===== src/rtl/mem_port_arbiter_if.sv =====
// Bundle of fetch, data and memory-side handshake signals around the shared memory port.
// The arbiter uses the slave view; requesters and the memory model use the master view.
interface mem_port_arbiter_if #(
  parameter int unsigned ADDR_W = 64,
  parameter int unsigned DATA_W = 64
);
  logic              f_req_i;
  logic [ADDR_W-1:0] f_addr_i;
  logic              f_flush_i;
  logic              f_done_o;
  logic [DATA_W-1:0] f_rdata_o;
  logic              f_err_o;
  logic              f_wait_o;

  logic              m_req_i;
  logic              m_we_i;
  logic [ADDR_W-1:0] m_addr_i;
  logic [DATA_W-1:0] m_wdata_i;
  logic              m_done_o;
  logic [DATA_W-1:0] m_rdata_o;
  logic              m_err_o;
  logic              m_wait_o;

  logic              mem_req_o;
  logic              mem_we_o;
  logic [ADDR_W-1:0] mem_addr_o;
  logic [DATA_W-1:0] mem_wdata_o;
  logic              mem_ready_i;
  logic [DATA_W-1:0] mem_rdata_i;
  logic              mem_err_i;

  modport slave (
    input  f_req_i, f_addr_i, f_flush_i,
    output f_done_o, f_rdata_o, f_err_o, f_wait_o,
    input  m_req_i, m_we_i, m_addr_i, m_wdata_i,
    output m_done_o, m_rdata_o, m_err_o, m_wait_o,
    output mem_req_o, mem_we_o, mem_addr_o, mem_wdata_o,
    input  mem_ready_i, mem_rdata_i, mem_err_i
  );

  modport master (
    output f_req_i, f_addr_i, f_flush_i,
    input  f_done_o, f_rdata_o, f_err_o, f_wait_o,
    output m_req_i, m_we_i, m_addr_i, m_wdata_i,
    input  m_done_o, m_rdata_o, m_err_o, m_wait_o,
    input  mem_req_o, mem_we_o, mem_addr_o, mem_wdata_o,
    output mem_ready_i, mem_rdata_i, mem_err_i
  );
endinterface


===== src/rtl/mem_port_arbiter.sv =====
// Shares one memory port between fetch (read-only) and data access (read/write).
// Data wins ties except when a fetch has been passed over MAX_STREAK times in a row.
module mem_port_arbiter #(
  parameter int unsigned ADDR_W     = 64,
  parameter int unsigned DATA_W     = 64,
  parameter int unsigned MAX_STREAK = 4,
  parameter int unsigned TIMEOUT    = 16
) (
  input  logic              clk_i,
  input  logic              rst_i,
  mem_port_arbiter_if.slave bus
);
  localparam int unsigned STREAK_W = $clog2(MAX_STREAK + 1);
  localparam int unsigned TIMER_W  = (TIMEOUT > 1) ? $clog2(TIMEOUT) : 1;

  typedef enum logic [1:0] {IDLE, F_BUSY, M_BUSY} state_t;

  state_t              r_state, w_state_nxt;
  logic [STREAK_W-1:0] r_streak, w_streak_nxt;
  logic [TIMER_W-1:0]  r_timer, w_timer_nxt;
  logic                r_flush_pend, w_flush_pend_nxt;
  logic                r_mem_req, w_mem_req_nxt;
  logic                r_mem_we, w_mem_we_nxt;
  logic [ADDR_W-1:0]   r_mem_addr, w_mem_addr_nxt;
  logic [DATA_W-1:0]   r_mem_wdata, w_mem_wdata_nxt;
  logic                r_f_done, w_f_done_nxt;
  logic                r_f_err, w_f_err_nxt;
  logic [DATA_W-1:0]   r_f_rdata, w_f_rdata_nxt;
  logic                r_m_done, w_m_done_nxt;
  logic                r_m_err, w_m_err_nxt;
  logic [DATA_W-1:0]   r_m_rdata, w_m_rdata_nxt;

  logic w_f_cand, w_m_cand, w_grant_m, w_grant_f;
  logic w_complete, w_timeout, w_streak_max;

  // A requester whose done pulse is showing is still holding its request; ignore it.
  assign w_f_cand     = bus.f_req_i & ~r_f_done;
  assign w_m_cand     = bus.m_req_i & ~r_m_done;
  assign w_streak_max = (r_streak == STREAK_W'(MAX_STREAK));

  always_comb begin
    w_state_nxt      = r_state;
    w_streak_nxt     = r_streak;
    w_timer_nxt      = r_timer;
    w_flush_pend_nxt = r_flush_pend;
    w_mem_req_nxt    = r_mem_req;
    w_mem_we_nxt     = r_mem_we;
    w_mem_addr_nxt   = r_mem_addr;
    w_mem_wdata_nxt  = r_mem_wdata;
    w_f_done_nxt     = 1'b0;
    w_f_err_nxt      = 1'b0;
    w_f_rdata_nxt    = '0;
    w_m_done_nxt     = 1'b0;
    w_m_err_nxt      = 1'b0;
    w_m_rdata_nxt    = '0;
    w_grant_m        = 1'b0;
    w_grant_f        = 1'b0;
    w_complete       = 1'b0;
    w_timeout        = 1'b0;

    unique case (r_state)
      IDLE: begin
        w_grant_m = w_m_cand & ~(w_f_cand & w_streak_max);
        w_grant_f = w_f_cand & ~w_grant_m;
        if (w_grant_m) begin
          w_state_nxt     = M_BUSY;
          w_mem_req_nxt   = 1'b1;
          w_mem_we_nxt    = bus.m_we_i;
          w_mem_addr_nxt  = bus.m_addr_i;
          w_mem_wdata_nxt = bus.m_wdata_i;
          w_timer_nxt     = '0;
          if (!bus.f_req_i)       w_streak_nxt = '0;
          else if (!w_streak_max) w_streak_nxt = r_streak + STREAK_W'(1);
        end else if (w_grant_f) begin
          w_state_nxt      = F_BUSY;
          w_mem_req_nxt    = 1'b1;
          w_mem_we_nxt     = 1'b0;
          w_mem_addr_nxt   = bus.f_addr_i;
          w_mem_wdata_nxt  = '0;
          w_timer_nxt      = '0;
          w_streak_nxt     = '0;
          w_flush_pend_nxt = bus.f_flush_i;
        end
      end
      F_BUSY, M_BUSY: begin
        w_complete = bus.mem_ready_i;
        w_timeout  = ~bus.mem_ready_i & (r_timer == TIMER_W'(TIMEOUT - 1));
        if (r_state == F_BUSY && bus.f_flush_i) w_flush_pend_nxt = 1'b1;
        if (w_complete || w_timeout) begin
          w_state_nxt      = IDLE;
          w_mem_req_nxt    = 1'b0;
          w_timer_nxt      = '0;
          w_flush_pend_nxt = 1'b0;
          // A flushed fetch still finishes on the bus but reports nothing.
          if (r_state == F_BUSY) begin
            if (!(r_flush_pend || bus.f_flush_i)) begin
              w_f_done_nxt  = 1'b1;
              w_f_err_nxt   = w_complete ? bus.mem_err_i : 1'b1;
              w_f_rdata_nxt = w_complete ? bus.mem_rdata_i : '0;
            end
          end else begin
            w_m_done_nxt  = 1'b1;
            w_m_err_nxt   = w_complete ? bus.mem_err_i : 1'b1;
            w_m_rdata_nxt = (w_complete && !r_mem_we) ? bus.mem_rdata_i : '0;
          end
        end else begin
          w_timer_nxt = r_timer + TIMER_W'(1);
        end
      end
      default: w_state_nxt = IDLE;
    endcase
  end

  always_ff @(posedge clk_i) begin
    if (rst_i) begin
      r_state      <= IDLE;
      r_streak     <= '0;
      r_timer      <= '0;
      r_flush_pend <= 1'b0;
      r_mem_req    <= 1'b0;
      r_mem_we     <= 1'b0;
      r_mem_addr   <= '0;
      r_mem_wdata  <= '0;
      r_f_done     <= 1'b0;
      r_f_err      <= 1'b0;
      r_f_rdata    <= '0;
      r_m_done     <= 1'b0;
      r_m_err      <= 1'b0;
      r_m_rdata    <= '0;
    end else begin
      r_state      <= w_state_nxt;
      r_streak     <= w_streak_nxt;
      r_timer      <= w_timer_nxt;
      r_flush_pend <= w_flush_pend_nxt;
      r_mem_req    <= w_mem_req_nxt;
      r_mem_we     <= w_mem_we_nxt;
      r_mem_addr   <= w_mem_addr_nxt;
      r_mem_wdata  <= w_mem_wdata_nxt;
      r_f_done     <= w_f_done_nxt;
      r_f_err      <= w_f_err_nxt;
      r_f_rdata    <= w_f_rdata_nxt;
      r_m_done     <= w_m_done_nxt;
      r_m_err      <= w_m_err_nxt;
      r_m_rdata    <= w_m_rdata_nxt;
    end
  end

  assign bus.f_done_o    = r_f_done;
  assign bus.f_err_o     = r_f_err;
  assign bus.f_rdata_o   = r_f_rdata;
  assign bus.f_wait_o    = bus.f_req_i & ~r_f_done;
  assign bus.m_done_o    = r_m_done;
  assign bus.m_err_o     = r_m_err;
  assign bus.m_rdata_o   = r_m_rdata;
  assign bus.m_wait_o    = bus.m_req_i & ~r_m_done;
  assign bus.mem_req_o   = r_mem_req;
  assign bus.mem_we_o    = r_mem_we;
  assign bus.mem_addr_o  = r_mem_addr;
  assign bus.mem_wdata_o = r_mem_wdata;
endmodule


===== src/flat_wrapper.sv =====
// flat-port wrapper written by rule: the top's interface ports become plain ports
module mem_port_arbiter_flat 
#(
  parameter int unsigned ADDR_W     = 64,
  parameter int unsigned DATA_W     = 64,
  parameter int unsigned MAX_STREAK = 4,
  parameter int unsigned TIMEOUT    = 16
)
  (clk_i, rst_i, bus_f_req_i, bus_f_addr_i, bus_f_flush_i, bus_f_done_o, bus_f_rdata_o, bus_f_err_o, bus_f_wait_o, bus_m_req_i, bus_m_we_i, bus_m_addr_i, bus_m_wdata_i, bus_m_done_o, bus_m_rdata_o, bus_m_err_o, bus_m_wait_o, bus_mem_req_o, bus_mem_we_o, bus_mem_addr_o, bus_mem_wdata_o, bus_mem_ready_i, bus_mem_rdata_i, bus_mem_err_i);
  mem_port_arbiter_if #(.ADDR_W(ADDR_W), .DATA_W(DATA_W)) bus_i ();
  input  logic clk_i;
  input  logic rst_i;
  input wire logic [$bits(bus_i.f_req_i)-1:0] bus_f_req_i;
  input wire logic [$bits(bus_i.f_addr_i)-1:0] bus_f_addr_i;
  input wire logic [$bits(bus_i.f_flush_i)-1:0] bus_f_flush_i;
  output wire logic [$bits(bus_i.f_done_o)-1:0] bus_f_done_o;
  output wire logic [$bits(bus_i.f_rdata_o)-1:0] bus_f_rdata_o;
  output wire logic [$bits(bus_i.f_err_o)-1:0] bus_f_err_o;
  output wire logic [$bits(bus_i.f_wait_o)-1:0] bus_f_wait_o;
  input wire logic [$bits(bus_i.m_req_i)-1:0] bus_m_req_i;
  input wire logic [$bits(bus_i.m_we_i)-1:0] bus_m_we_i;
  input wire logic [$bits(bus_i.m_addr_i)-1:0] bus_m_addr_i;
  input wire logic [$bits(bus_i.m_wdata_i)-1:0] bus_m_wdata_i;
  output wire logic [$bits(bus_i.m_done_o)-1:0] bus_m_done_o;
  output wire logic [$bits(bus_i.m_rdata_o)-1:0] bus_m_rdata_o;
  output wire logic [$bits(bus_i.m_err_o)-1:0] bus_m_err_o;
  output wire logic [$bits(bus_i.m_wait_o)-1:0] bus_m_wait_o;
  output wire logic [$bits(bus_i.mem_req_o)-1:0] bus_mem_req_o;
  output wire logic [$bits(bus_i.mem_we_o)-1:0] bus_mem_we_o;
  output wire logic [$bits(bus_i.mem_addr_o)-1:0] bus_mem_addr_o;
  output wire logic [$bits(bus_i.mem_wdata_o)-1:0] bus_mem_wdata_o;
  input wire logic [$bits(bus_i.mem_ready_i)-1:0] bus_mem_ready_i;
  input wire logic [$bits(bus_i.mem_rdata_i)-1:0] bus_mem_rdata_i;
  input wire logic [$bits(bus_i.mem_err_i)-1:0] bus_mem_err_i;
  assign bus_i.f_req_i = bus_f_req_i;
  assign bus_i.f_addr_i = bus_f_addr_i;
  assign bus_i.f_flush_i = bus_f_flush_i;
  assign bus_f_done_o = bus_i.f_done_o;
  assign bus_f_rdata_o = bus_i.f_rdata_o;
  assign bus_f_err_o = bus_i.f_err_o;
  assign bus_f_wait_o = bus_i.f_wait_o;
  assign bus_i.m_req_i = bus_m_req_i;
  assign bus_i.m_we_i = bus_m_we_i;
  assign bus_i.m_addr_i = bus_m_addr_i;
  assign bus_i.m_wdata_i = bus_m_wdata_i;
  assign bus_m_done_o = bus_i.m_done_o;
  assign bus_m_rdata_o = bus_i.m_rdata_o;
  assign bus_m_err_o = bus_i.m_err_o;
  assign bus_m_wait_o = bus_i.m_wait_o;
  assign bus_mem_req_o = bus_i.mem_req_o;
  assign bus_mem_we_o = bus_i.mem_we_o;
  assign bus_mem_addr_o = bus_i.mem_addr_o;
  assign bus_mem_wdata_o = bus_i.mem_wdata_o;
  assign bus_i.mem_ready_i = bus_mem_ready_i;
  assign bus_i.mem_rdata_i = bus_mem_rdata_i;
  assign bus_i.mem_err_i = bus_mem_err_i;
  mem_port_arbiter #(.ADDR_W(ADDR_W), .DATA_W(DATA_W), .MAX_STREAK(MAX_STREAK), .TIMEOUT(TIMEOUT)) u_core (.clk_i(clk_i), .rst_i(rst_i), .bus(bus_i));
endmodule

===== config.mk =====
export PLATFORM = sky130hd
export DESIGN_NAME = mem_port_arbiter_flat
export DESIGN_NICKNAME = d
export VERILOG_FILES = /design/src/rtl/mem_port_arbiter_if.sv /design/src/rtl/mem_port_arbiter.sv /design/src/flat_wrapper.sv
export SDC_FILE = /design/constraint.sdc
export NUM_CORES = 1
export LEC_CHECK = 0
export ABC_CLOCK_PERIOD_IN_PS = 3660
export CORE_AREA = 2 2 207 209
export DETAILED_ROUTE_END_ITERATION = 16
export DIE_AREA = 0 0 209 211
export MAX_ROUTING_LAYER = met4
export SYNTH_ARGS = -nofsm -noshare
export SYNTH_HDL_FRONTEND = slang
export SYNTH_SLANG_ARGS = --single-unit

===== constraint.sdc =====
create_clock -name clk_i -period 3.66 [get_ports clk_i]
set_clock_uncertainty 0.05 [all_clocks]
set_input_delay 0.915 -clock clk_i [delete_from_list [all_inputs] [get_ports clk_i]]
set_output_delay 0.915 -clock clk_i [all_outputs]
set_load 0.02 [all_outputs]

======== After elaboration in Yosys (flattened, before gate mapping) ========
Cells that the tools add are included.
storage, ports and cells
  input bits .............................. 264
  logic and storage cells ................. 92
  output and inout port bits .............. 264
  bits in registers ....................... 272
cells by class
  muxes and demuxes ....................... 30
  equality and inequality tests ........... 10
  reductions and logical operators ........ 21
  add/subtract/negate cells ............... 2
  bitwise gates (word level) .............. 15
operator list
  operator                                                                 number
  64-bit two-way mux                                                       4
  1-bit two-way mux                                                        12
  3-bit two-way mux                                                        4
  4-bit two-way mux                                                        3
  5-bit OR reduction                                                       2
  1-bit inverter                                                           9
  4-bit case mux with 2 select lines                                       1
  4-bit OR reduction                                                       2
  1-bit bitwise AND                                                        6
  2-bit two-way mux                                                        3
  3-bit by 1-bit inequality test with 1-bit output, second input constant  2
  2-bit AND reduction                                                      3
  3-bit AND reduction                                                      2
  6-bit OR reduction                                                       1
  4-bit by 1-bit adder with 4-bit output, second input constant            1
  4-bit == test, second input constant                                     1
  2-bit by 1-bit inequality test with 1-bit output, second input constant  2
  1-bit case mux with 2 select lines                                       2
  2-bit case mux with 2 select lines                                       1
  4-bit AND reduction                                                      1
  2-bit nonzero test                                                       2
  3-bit by 1-bit adder with 3-bit output, second input constant            1
  3-bit == test, second input constant                                     1
  3-bit inequality test, second input constant                             1
  other kinds (9)                                                          11

======== Logic depth before layout (Yosys ltp) ========
  depth in word-level cells ............... 10
  depth in mapped cells ................... 9
  depth with buffers taken out ............ 6

======== Least setup slack after synthesis ========
Ideal clock, no wire load.
  path kind ............................... input port to output port
  start ................................... in bus_f_req_i
  end ..................................... out bus_f_wait_o
  buffers on the path ..................... 1
  stages .................................. 3
  path slack .............................. 1.410 ns
  arrival time ............................ 1.285 ns
  cells stage by stage .................... nand2b_1 > buf_2 > inv_1
between the ends
  longest elaborated chain between the ends .. 1
ends and longest elaborated chain
  element             RTL line                 RTL
  start: declaration  flat_wrapper.sv:13       input wire logic [$bits(bus_i.f_req_i)-1:0] bus_f_req_i;
  1-bit bitwise AND   mem_port_arbiter.sv:151  assign bus.f_wait_o = bus.f_req_i & ~r_f_done;
  end: declaration    flat_wrapper.sv:19       output wire logic [$bits(bus_i.f_wait_o)-1:0] bus_f_wait_o;
No other way between the ends.

======== Worst setup path in the final report ========
  start ................................... in bus_m_req_i
  end ..................................... out bus_m_wait_o
between the ends
  longest elaborated chain between the ends .. 1
ends and longest elaborated chain
  element             RTL line                 RTL
  start: declaration  flat_wrapper.sv:20       input wire logic [$bits(bus_i.m_req_i)-1:0] bus_m_req_i;
  1-bit bitwise AND   mem_port_arbiter.sv:155  assign bus.m_wait_o = bus.m_req_i & ~r_m_done;
  end: declaration    flat_wrapper.sv:27       output wire logic [$bits(bus_i.m_wait_o)-1:0] bus_m_wait_o;
No other way between the ends.

==> impl_metrics.toml <==
[run_status]
status = "finished clean"

[logic_synthesis]
synth_common_cells = "dfxtp_1 (272), nor2_1 (135), a22oi_1 (66), mux2i_1 (66)"
yosysMostFrequentCell = "dfxtp_1"
ys_async_sr_fraction = 0
syn_inst = 877
synthesis.area_um2 = 9376
synth_area_leaders = "dfxtp_1 (58%), mux2i_1 (7.0%), nor2_1 (5.4%)"
syn_avg_cell_area_um2 = 10.69
ys.flop_type = "dfxtp_1"
syn-num-nets = 1148
ys_seq_area_frac = 0.5807
netlist.area_leader.share = 0.5807
synth-seq-cells = 272
ys.warnings.count = 0
synth_largest_area_cell = "dfxtp_1"
synth_cell_types = 44
synth_edf_count = 0

[grt]
grt_max_degree = 142
antenna_found_initial = 2
grt_pass1_vias = 8385
overflow = 0
track_usage = 0.1526
grt_pass1_wl_um = 50390

[power_and_ir_drop]
switchingPower_w = 0.002477
vdd_drop_max_mv = 0.2805
power_switching_share = 0.2849
seqPwrFrac = 0.384
comb_power_share = 0.233
internal-power_w = 0.006216
p_per_area_nw_per_um2 = 530.0
p_clk_frac = 0.383
leakage_nw = 6.530

[clock_network]
cts_resized = 0
clk_path_buf_depth = 3
clock-sinks = 272
cts-buffers-inserted = 34
cts-root-buf = "clkbuf_16"
h-tree-depth = 2
cts_hold_buf = 0
cts.clk_slew.worst_paths_ns = 0.05
tritoncts = "built"
cts_setup_buffers = 0
clkLatencyLatePin_ns = 0.53

[timing]
hold_violations = 0
rsz0062_at_grt = "false"
setup_violations = 0
tightest_slew_ns = 0.8268
maxSlewViolCount = 0
max_freq_mhz = 314.6
period_minus_slack_ns = 3.179
min_period_over_period = 0.8685
finalSetupTns_ns = 0
max-slew-margin-rel = 0.4462

[setup_path]
crit_type = "in -> out"
crit_arrival_ns = 2.21
cpMostUsedCell = "clkdlybuf4s50_1"
cp_num_buf_inv = 3
crit_path_end_kind = "output port"
cp_cell_sequence = "clkdlybuf4s50_1, nand2b_1, inv_2, clkdlybuf4s50_1"
critPathMaxStageDelay_ns = 0.66
cp_max_fo = 2
cpLargestDelayFamily = "buffers and inverters"
timing.critical_path.slowest_stage_cell = "clkdlybuf4s50_1"
cp.required_ns = 2.69
start_kind = "input port"

[route]
via_count = 8342
antenna_left = 0
post_drt_wl_per_cell_um = 17.55
vias_per_cell = 4.274
met2_length_um = 17010
drc_errors = 0
routed_wirelength_um = 34250
drt_iter0_drc = 417
met3_length_um = 2565
met1Wirelength_um = 13830
highest_layer = "met4"
drt_first_pass_iters = 5

[placement]
placedCellCount = 1892
portBuffers = 527
dp_hpwl_um = 24690
globalplace.congestion = 0.8285

[floorplanning]
boundaryPins = 528
core_um2 = 41760
die-area_um2 = 44100
die_x_um = 209
fp-row-count = 75
fp.dieH_um = 211
start_util = 0.2245

[job]
maxCapViolCount = 0

[final_layout]
final_cells = 1952
fill_cells = 4090
nNetsFinal = 1660
drive_gt1_frac = 0.08079
fin_util = 0.3927
area_delta_synth_final_pct = 74.91

[min_path]
hold_class = "reg -> reg"
## cells in the final DEF, fill, tap and decap left out, drive strengths merged, types with 4 or more instances in the layout
| master | synthesis | routed |
|---|---|---|
| a21oi | 7 | 7 |
| clkbuf | 44 | 48 |
| buf | 31 | 26 |
| a211oi | 64 | 64 |
| clkinv | 0 | 8 |
| clkdlybuf4s50 | 0 | 525 |
| a31oi | 4 | 4 |
| nand3 | 4 | 4 |
| nor4b | 4 | 4 |
| nor2 | 135 | 135 |
| and3 | 64 | 64 |
| inv | 10 | 11 |
| nand2b | 6 | 6 |
| mux2i | 66 | 66 |
| and2 | 64 | 64 |
| a22oi | 66 | 66 |
| ha | 7 | 7 |
| dfxtp | 272 | 272 |
| o21ai | 6 | 6 |
## metal layers
metal | up-vias | global-route usage
met3 | 53 | 0.04624
met2 | 304 | 0.2568
met4 | 0 | 0.06059
li1 | 4086 | -
met1 | 3899 | 0.1696
met5 | - | -
## worst paths after layout
path	from	endpoint	slack (ns)	cells past startpoint
worst max-delay path	bus_m_req_i	bus_m_wait_o	0.48	4
worst min-delay path	u_core.bus.mem_req_o	u_core.bus.mem_req_o	0.42	2
worst max register to register	u_core.r_state[1]	u_core.bus.f_err_o	1.41	7
worst min register to register	u_core.bus.mem_req_o	u_core.bus.mem_req_o	0.42	2
## worst min-delay path: stages (launching register included)
cell	delay, ns
dfxtp_1	0.30
inv_1	0.04
o21ai_0	0.07
## state kept, by name, indices dropped and copies added (netlist names)
| name | flops |
|---|---|
| u_core.r_timer | 4 |
| u_core.r_streak | 3 |
| u_core.bus.mem_addr_o | 64 |
| u_core.bus.m_done_o | 1 |
| u_core.r_flush_pend | 1 |
| u_core.bus.f_err_o | 1 |
| u_core.bus.mem_wdata_o | 64 |
| u_core.bus.mem_we_o | 1 |
| u_core.bus.f_rdata_o | 64 |
| u_core.r_state | 2 |
| u_core.bus.f_done_o | 1 |
| u_core.bus.m_err_o | 1 |
| u_core.bus.mem_req_o | 1 |
| u_core.bus.m_rdata_o | 64 |
## metrics by stage
step                      setup slack [ns]  total power [W]  instance area (um2)  hold WS [ns]
final                               0.4814         0.008693                16400        0.4233
after global routing                0.4422         0.009109                16400        0.4631
after CTS                           0.4398         0.008849                16400        0.4318
after detailed placement            0.4411         0.005439                15270        0.4232
after global placement              0.4401         0.005417                15270        0.4181
after floorplan                      1.410         0.004420                 9376        0.4128
## logic make-up (layout without fill, tap and decap cells)
kind of cell,after synthesis,count (layout),synth area share
compound gates,153,153,0.1337
xor+xnor,2,2,0.001869
fa+ha+maj,7,7,0.009340
buf+inv,85,619,0.04283
flops,272,272,0.5807
mux,66,66,0.07046
other cells,0,2,0
simple gates,292,292,0.1611
## power groups by stage
stage	combinational (W)	sequential (W)	clock, W
final	0.00202	0.00334	0.00333
after global routing	0.00217	0.00337	0.00357
after CTS	0.00204	0.00334	0.00346
after detailed placement	0.00204	0.00340	0
after global placement	0.00202	0.00339	0
after floorplan	0.000732	0.00369	0
## cell type report
class	instances	area [um2]	share of cell area
repair buffers	551	5535	0.3375
well taps	539	674.4	0.04112
flip-flops and latches	272	5445	0.3320
clock inverters	10	108.9	0.006637
inverters	10	37.54	0.002289
diodes	2	5.005	0.0003052
clock buffers	48	1015	0.06187
multi-input cells	520	3580	0.2183
No activity file was read; power rests on OpenSTA's default activity.
